--- src/rtl/stepgen_q.sv ---
// stepgen_q: velocity phase accumulator -> bounded signed pending-step counter -> timed step/dir sequencer.
// Define STEPGEN_Q_QUAD_EN to add the quadrature output mode selected by the mode input.
module stepgen_q #(
  parameter int W = 16,
  parameter int F = 10,
  parameter int T = 5,
  parameter int P = 4
) (
  input  logic                 clk,
  input  logic                 reset_n,
  input  logic                 enable,
  input  logic signed [F:0]    velocity,
  input  logic        [T-1:0]  dirtime,
  input  logic        [T-1:0]  steptime,
  input  logic                 mode,
  output logic        [W+F-1:0] position,
  output logic        [W-1:0]  out_pos,
  output logic                 step,
  output logic                 dir,
  output logic                 busy,
  output logic                 err
);

  typedef enum logic [2:0] {
    S_IDLE,
    S_DIRSETUP,
    S_HIGH,
    S_LOW,
    S_DWELL
  } state_e;

  localparam logic signed [P:0] PendOne = (P+1)'(1);
  localparam logic signed [P:0] PendMax = (P+1)'(2**(P-1) - 1);
  localparam logic signed [P:0] PendMin = -PendMax;

  logic [W+F-1:0]        pos_q, pos_d;
  logic                  xing_q, xing_d;
  logic                  xdir_q, xdir_d;
  logic signed [P-1:0]   pend_q, pend_d;
  logic signed [P:0]     pend_sum;
  logic                  err_q, err_d;
  state_e                state_q, state_d;
  logic [T-1:0]          timer_q, timer_d;
  logic                  step_q, step_d;
  logic                  dir_q, dir_d;
  logic [W-1:0]          opos_q, opos_d;

  logic pend_nz, want_dir, tmr_zero, decide, consume;

`ifndef STEPGEN_Q_QUAD_EN
  logic unused_mode;
  assign unused_mode = mode;
`endif

  assign pend_nz  = (pend_q != '0);
  assign want_dir = ~pend_q[P-1];
  assign tmr_zero = (timer_q == '0);
  // DIRSETUP expiry re-runs the IDLE decision, so a step can launch on that same edge.
  assign decide   = (state_q == S_IDLE) || ((state_q == S_DIRSETUP) && tmr_zero);

  // Accumulator and crossing detect; the crossing is registered so pending lags position by one clk.
  always_comb begin
    // NOTE: every combinational output gets a default first so no path leaves it unassigned (no latch).
    pos_d  = pos_q;
    if (enable) pos_d = pos_q + {{(W-1){velocity[F]}}, velocity};
    xing_d = pos_d[F] ^ pos_q[F];
    xdir_d = ~velocity[F];
  end

  // Pending counter: net of registered crossing and sequencer consumption, saturating.
  always_comb begin
    err_d    = err_q;
    pend_sum = {pend_q[P-1], pend_q};
    if (xing_q) pend_sum = xdir_q ? pend_sum + PendOne : pend_sum - PendOne;
    if (consume) pend_sum = want_dir ? pend_sum - PendOne : pend_sum + PendOne;
    if (pend_sum > PendMax) begin
      pend_d = PendMax[P-1:0];
      err_d  = 1'b1;
    end else if (pend_sum < PendMin) begin
      pend_d = PendMin[P-1:0];
      err_d  = 1'b1;
    end else begin
      pend_d = pend_sum[P-1:0];
    end
  end

  // State register and all datapath registers.
  always_ff @(posedge clk) begin
    if (!reset_n) begin
      pos_q   <= '0;
      xing_q  <= 1'b0;
      xdir_q  <= 1'b0;
      pend_q  <= '0;
      err_q   <= 1'b0;
      state_q <= S_IDLE;
      timer_q <= '0;
      step_q  <= 1'b0;
      dir_q   <= 1'b0;
      opos_q  <= '0;
    end else begin
      // NOTE: non-blocking assignments so every register samples the pre-edge values.
      pos_q   <= pos_d;
      xing_q  <= xing_d;
      xdir_q  <= xdir_d;
      pend_q  <= pend_d;
      err_q   <= err_d;
      state_q <= state_d;
      timer_q <= timer_d;
      step_q  <= step_d;
      dir_q   <= dir_d;
      opos_q  <= opos_d;
    end
  end

  // Next-state logic.
  always_comb begin
    state_d = state_q;
    unique case (state_q)
      S_HIGH:  if (tmr_zero) state_d = S_LOW;
      S_LOW:   if (tmr_zero) state_d = S_IDLE;
      S_DWELL: if (tmr_zero) state_d = S_IDLE;
      default: ;
    endcase
    if (decide) begin
      state_d = S_IDLE;
      if (pend_nz) begin
`ifdef STEPGEN_Q_QUAD_EN
        if (mode) state_d = S_DWELL;
        else
`endif
        if (want_dir != dir_q) state_d = S_DIRSETUP;
        else                   state_d = S_HIGH;
      end
    end
  end

  // Output / datapath logic for the sequencer.
  always_comb begin
    step_d  = step_q;
    dir_d   = dir_q;
    timer_d = timer_q;
    consume = 1'b0;
    unique case (state_q)
      S_HIGH: begin
        if (tmr_zero) begin
          step_d  = 1'b0;
          timer_d = steptime;
        end else begin
          timer_d = timer_q - T'(1);
        end
      end
      S_DIRSETUP, S_LOW, S_DWELL: if (!tmr_zero) timer_d = timer_q - T'(1);
      default: ;
    endcase
    if (decide && pend_nz) begin
`ifdef STEPGEN_Q_QUAD_EN
      if (mode) begin
        // Gray walk on {A,B}: forward 00->10->11->01, reverse the other way.
        {step_d, dir_d} = want_dir ? {~dir_q, step_q} : {dir_q, ~step_q};
        timer_d = steptime;
        consume = 1'b1;
      end else
`endif
      if (want_dir != dir_q) begin
        dir_d   = want_dir;
        timer_d = dirtime;
      end else begin
        step_d  = 1'b1;
        timer_d = steptime;
        consume = 1'b1;
      end
    end
    opos_d = opos_q;
    if (consume) opos_d = want_dir ? opos_q + W'(1) : opos_q - W'(1);
  end

  assign position = pos_q;
  assign out_pos  = opos_q;
  assign step     = step_q;
  assign dir      = dir_q;
  assign err      = err_q;
  assign busy     = (state_q != S_IDLE) || pend_nz;

endmodule

--- config.mk ---
export PLATFORM = sky130hd
export DESIGN_NAME = stepgen_q
export DESIGN_NICKNAME = d
export VERILOG_FILES = /design/src/rtl/stepgen_q.sv
export SDC_FILE = /design/constraint.sdc
export NUM_CORES = 1
export LEC_CHECK = 0
export ABC_AREA = 1
export BUFFER_PORTS_ARGS = -buffer_cell sky130_fd_sc_hd__buf_4
export CORE_UTILIZATION = 35
export DETAILED_ROUTE_END_ITERATION = 12
export PLACE_DENSITY = 0.58
export SYNTH_ARGS = -nofsm -noshare
export SYNTH_HDL_FRONTEND = slang
export SYNTH_SLANG_ARGS = --single-unit
--- constraint.sdc ---
create_clock -name clk -period 6.15 [get_ports clk]
set_input_delay 0.3075 -clock clk [delete_from_list [all_inputs] [get_ports clk]]
set_output_delay 0.3075 -clock clk [all_outputs]
set_load 0.1 [all_outputs]
==> metrics.yaml <==
firstDrtPassIters: 4
gp_congestion: 0.934
post_synth_num_cell_types: 34
synth_fp_nets: 906
start_util_pct: 36.4
drt-total-wl_um: 13100
cpMaxStageDelayCell: "dfxtp_1"
grt_max_degree: 43
grt_pass1_vias: 4957
via_count: 5202
max_stage_delay_ns: 0.97
syn_avg_cell_area_um2: 6.15
synth-edff-count: 0
die_area_um2: 15100
final_cells: 1082
register_area_um2: 1160
finalSetupTns_ns: 0
max_slew.worst_pin.slew_ns: 0.986
drive_gt1_share_pct: 11.5
num_antenna_cells: 0
syn_area_um2: 5110
cts_buffer_depth: 2
grt_pass1_wl_um: 22300
yosysWarnings: 0
globalRouteTotalUtil_pct: 18.8
setup_viol: 0
vias_per_cell: 4.81
finalCritPeriodShare_pct: 49.6
rsz0062_at_grt: "false"
drv_slew: 0
synthArstFlopShare_pct: 0
nets: 973
fmax_mhz: 328
max-vdd-ir-drop_uv: 214
die_w_um: 123
port_buffers: 69
yosysMostFrequentCell: "nand2_1"
overflow: 0
endpoint_kind: "flip-flop"
rows: 43
cts-hold-fix-buffers: 0
crit_family: "flip-flops"
finClkSkew_ns: 0.00981
dpl.hpwl_um: 10000
pin_count: 71
first_iter_violations: 256
clk_pin_slew_worst_paths_ns: 0.06
maxSlewHeadroom_pct: 34.2
p_leak_nw: 3.39
crit_top_cell: "nand2_1"
chipHeight_um: 123
yosysSeqAreaShare_pct: 22.7
dp_cells: 1066
cts_resized: 0
drc: 0
avgRoutedWirePerCell_um: 12.1
cts_htree_levels: 3
syn2layout_area_growth_pct: 19.8
antenna_found_initial: 0
cts_buffers: 9
synth_common_cells: "nand2_1, inv_1, nor2_1"
synth_ff_type: "dfxtp_1"
critPathKind: "flip-flop to flip-flop"
cts_root_buf: "clkbuf_16"
yosys.area.top_type: "dfxtp_1"
cap_viol_max_count: 0
crit_fanout: 22
synth-seq-cells: 58
path_cells: "ha_1 > nand3_1 > nand3_1 > nand2_1 > inv_1 > ha_1 > a21oi_1 > nand2_1 > nand2_1 > nand2_1 > o21bai_2 > nand2_1 > nor2_2 > nor2_1 > a21oi_1"
critical_path_arrival_ns: 3.32
cts_tree: "yes"
finalHoldViolCount: 0
cts_setup_buffers: 0
ant_nets: 0
synth_area_leaders: "dfxtp_1, nand2_1, ha_1"
timing.critical_path.buf_inv: 1
core_um2: 14000
syn_inst: 830
critPathLaunchType: "flip-flop"
multi_input_area_um2: 3420
min_period_ns: 3.05
clock_latency_ns: 0.34
hold_class: "primary input to flip-flop"
fill_cells: 1547
pwr_density_cell_nw_per_um2: 458
outcome: "finished clean"
cts.sinks: 58
required_ns: 6.42
synth.top_cell.area_share_pct: 22.7
-- per-stage QoR --
step | utilization (%) | instance area [um^2] | power [W] | worst slack [ns] | hold WS (ns)
finish | 43.6 | 6120 | 0.00280 | 3.10 | 0.273
global route | 43.6 | 6120 | 0.00305 | 2.73 | 0.279
CTS | 43.6 | 6120 | 0.00283 | 3.07 | 0.260
detailed placement | 41.3 | 5800 | 0.00226 | 3.11 | 0.484
global placement | 41.3 | 5800 | 0.00226 | 3.13 | 0.479
floorplan | - | 5110 | 0.00193 | 3.45 | 0.380
-- logic make-up (layout without fill, tap and decap cells) --
kind of cell             after synthesis  after routing  share of synthesized area (%)
XOR/XNOR                              27             27                           4.63
AND/OR/NAND/NOR                      407            407                           33.2
buffers and inverters                139            211                           10.3
AO/OA/AOI/OAI                        148            148                           16.0
flip-flops                            58             58                           22.7
adder cells (fa/ha/maj)               51             51                           13.1
-- worst min-delay path, cell delays in order --
cell and delay [ns]:
buf_4 0.11, nand2_1 0.06, a41oi_1 0.09
-- sequential cells by signal, indices dropped and copies added (netlist names) --
name / count
dir: 1
xing_q: 1
pend_q: 4
timer_q: 5
out_pos: 16
err: 1
position: 26
xdir_q: 1
step: 1
state_q: 2
-- final timing paths --
kind,cells after the start,end,startpoint,slack (ns)
setup / recovery,15,pend_q[0]$_SDFF_PN0_,pend_q[3]$_SDFF_PP0_,3.10
hold / removal,3,timer_q[1]$_SDFFE_PN0P_,dirtime[1],0.27
setup reg to reg,15,pend_q[0]$_SDFF_PN0_,pend_q[3]$_SDFF_PP0_,3.10
hold reg to reg,2,step$_SDFF_PN0_,step$_SDFF_PN0_,0.49
-- area by class of cell --
type / instances / area share (%)
Sequential cell: 58 / 19.0
Multi-Input combinational cell: 633 / 55.9
Tap cell: 180 / 3.68
Clock inverter: 7 / 1.53
Clock buffer: 9 / 3.68
Timing Repair Buffer: 70 / 8.59
Inverter: 125 / 7.67
-- cell usage in the layout, fill, tap and decap left out, types with 2 or more instances in the layout --
master / Yosys / routed
o2111ai_1: 3 / 3
ha_1: 47 / 47
nor3_1: 6 / 6
o21bai_1: 7 / 7
a21o_1: 6 / 6
and2_1: 2 / 2
xnor2_1: 7 / 7
dfxtp_1: 58 / 58
clkbuf_16: 0 / 9
nand2_4: 2 / 2
inv_2: 2 / 2
nand2_1: 211 / 211
a21oi_1: 67 / 67
xor2_1: 20 / 20
bufinv_16: 0 / 2
o211ai_1: 6 / 6
inv_1: 123 / 123
nor2_1: 109 / 109
clkinvlp_4: 0 / 2
nand4_1: 13 / 13
nand3_1: 50 / 50
nor2_2: 3 / 3
or2_2: 3 / 3
nand2_2: 4 / 4
buf_4: 0 / 70
clkinv_2: 0 / 2
fa_1: 4 / 4
o21ai_0: 54 / 54
nand3b_1: 2 / 2
-- layer usage --
metal  wire [um]  share of wire [%]  vias up  track usage (%)
li1            -                  -     2815                -
met1        6200                 47     2299             22.2
met2        6260                 48       76             33.3
met3         514                3.9       12             4.88
met4         168                1.3        0             4.95
met5           0                  0        -                0
-- power breakdown --
| group | switching, W | internal, W | leakage (nW) |
|---|---|---|---|
| sequential | 0.0000953 | 0.000461 | 0.480 |
| combinational | 0.00117 | 0.000526 | 2.76 |
| clock | 0.000198 | 0.000354 | 0.151 |
(Power assumes the default switching activity.)
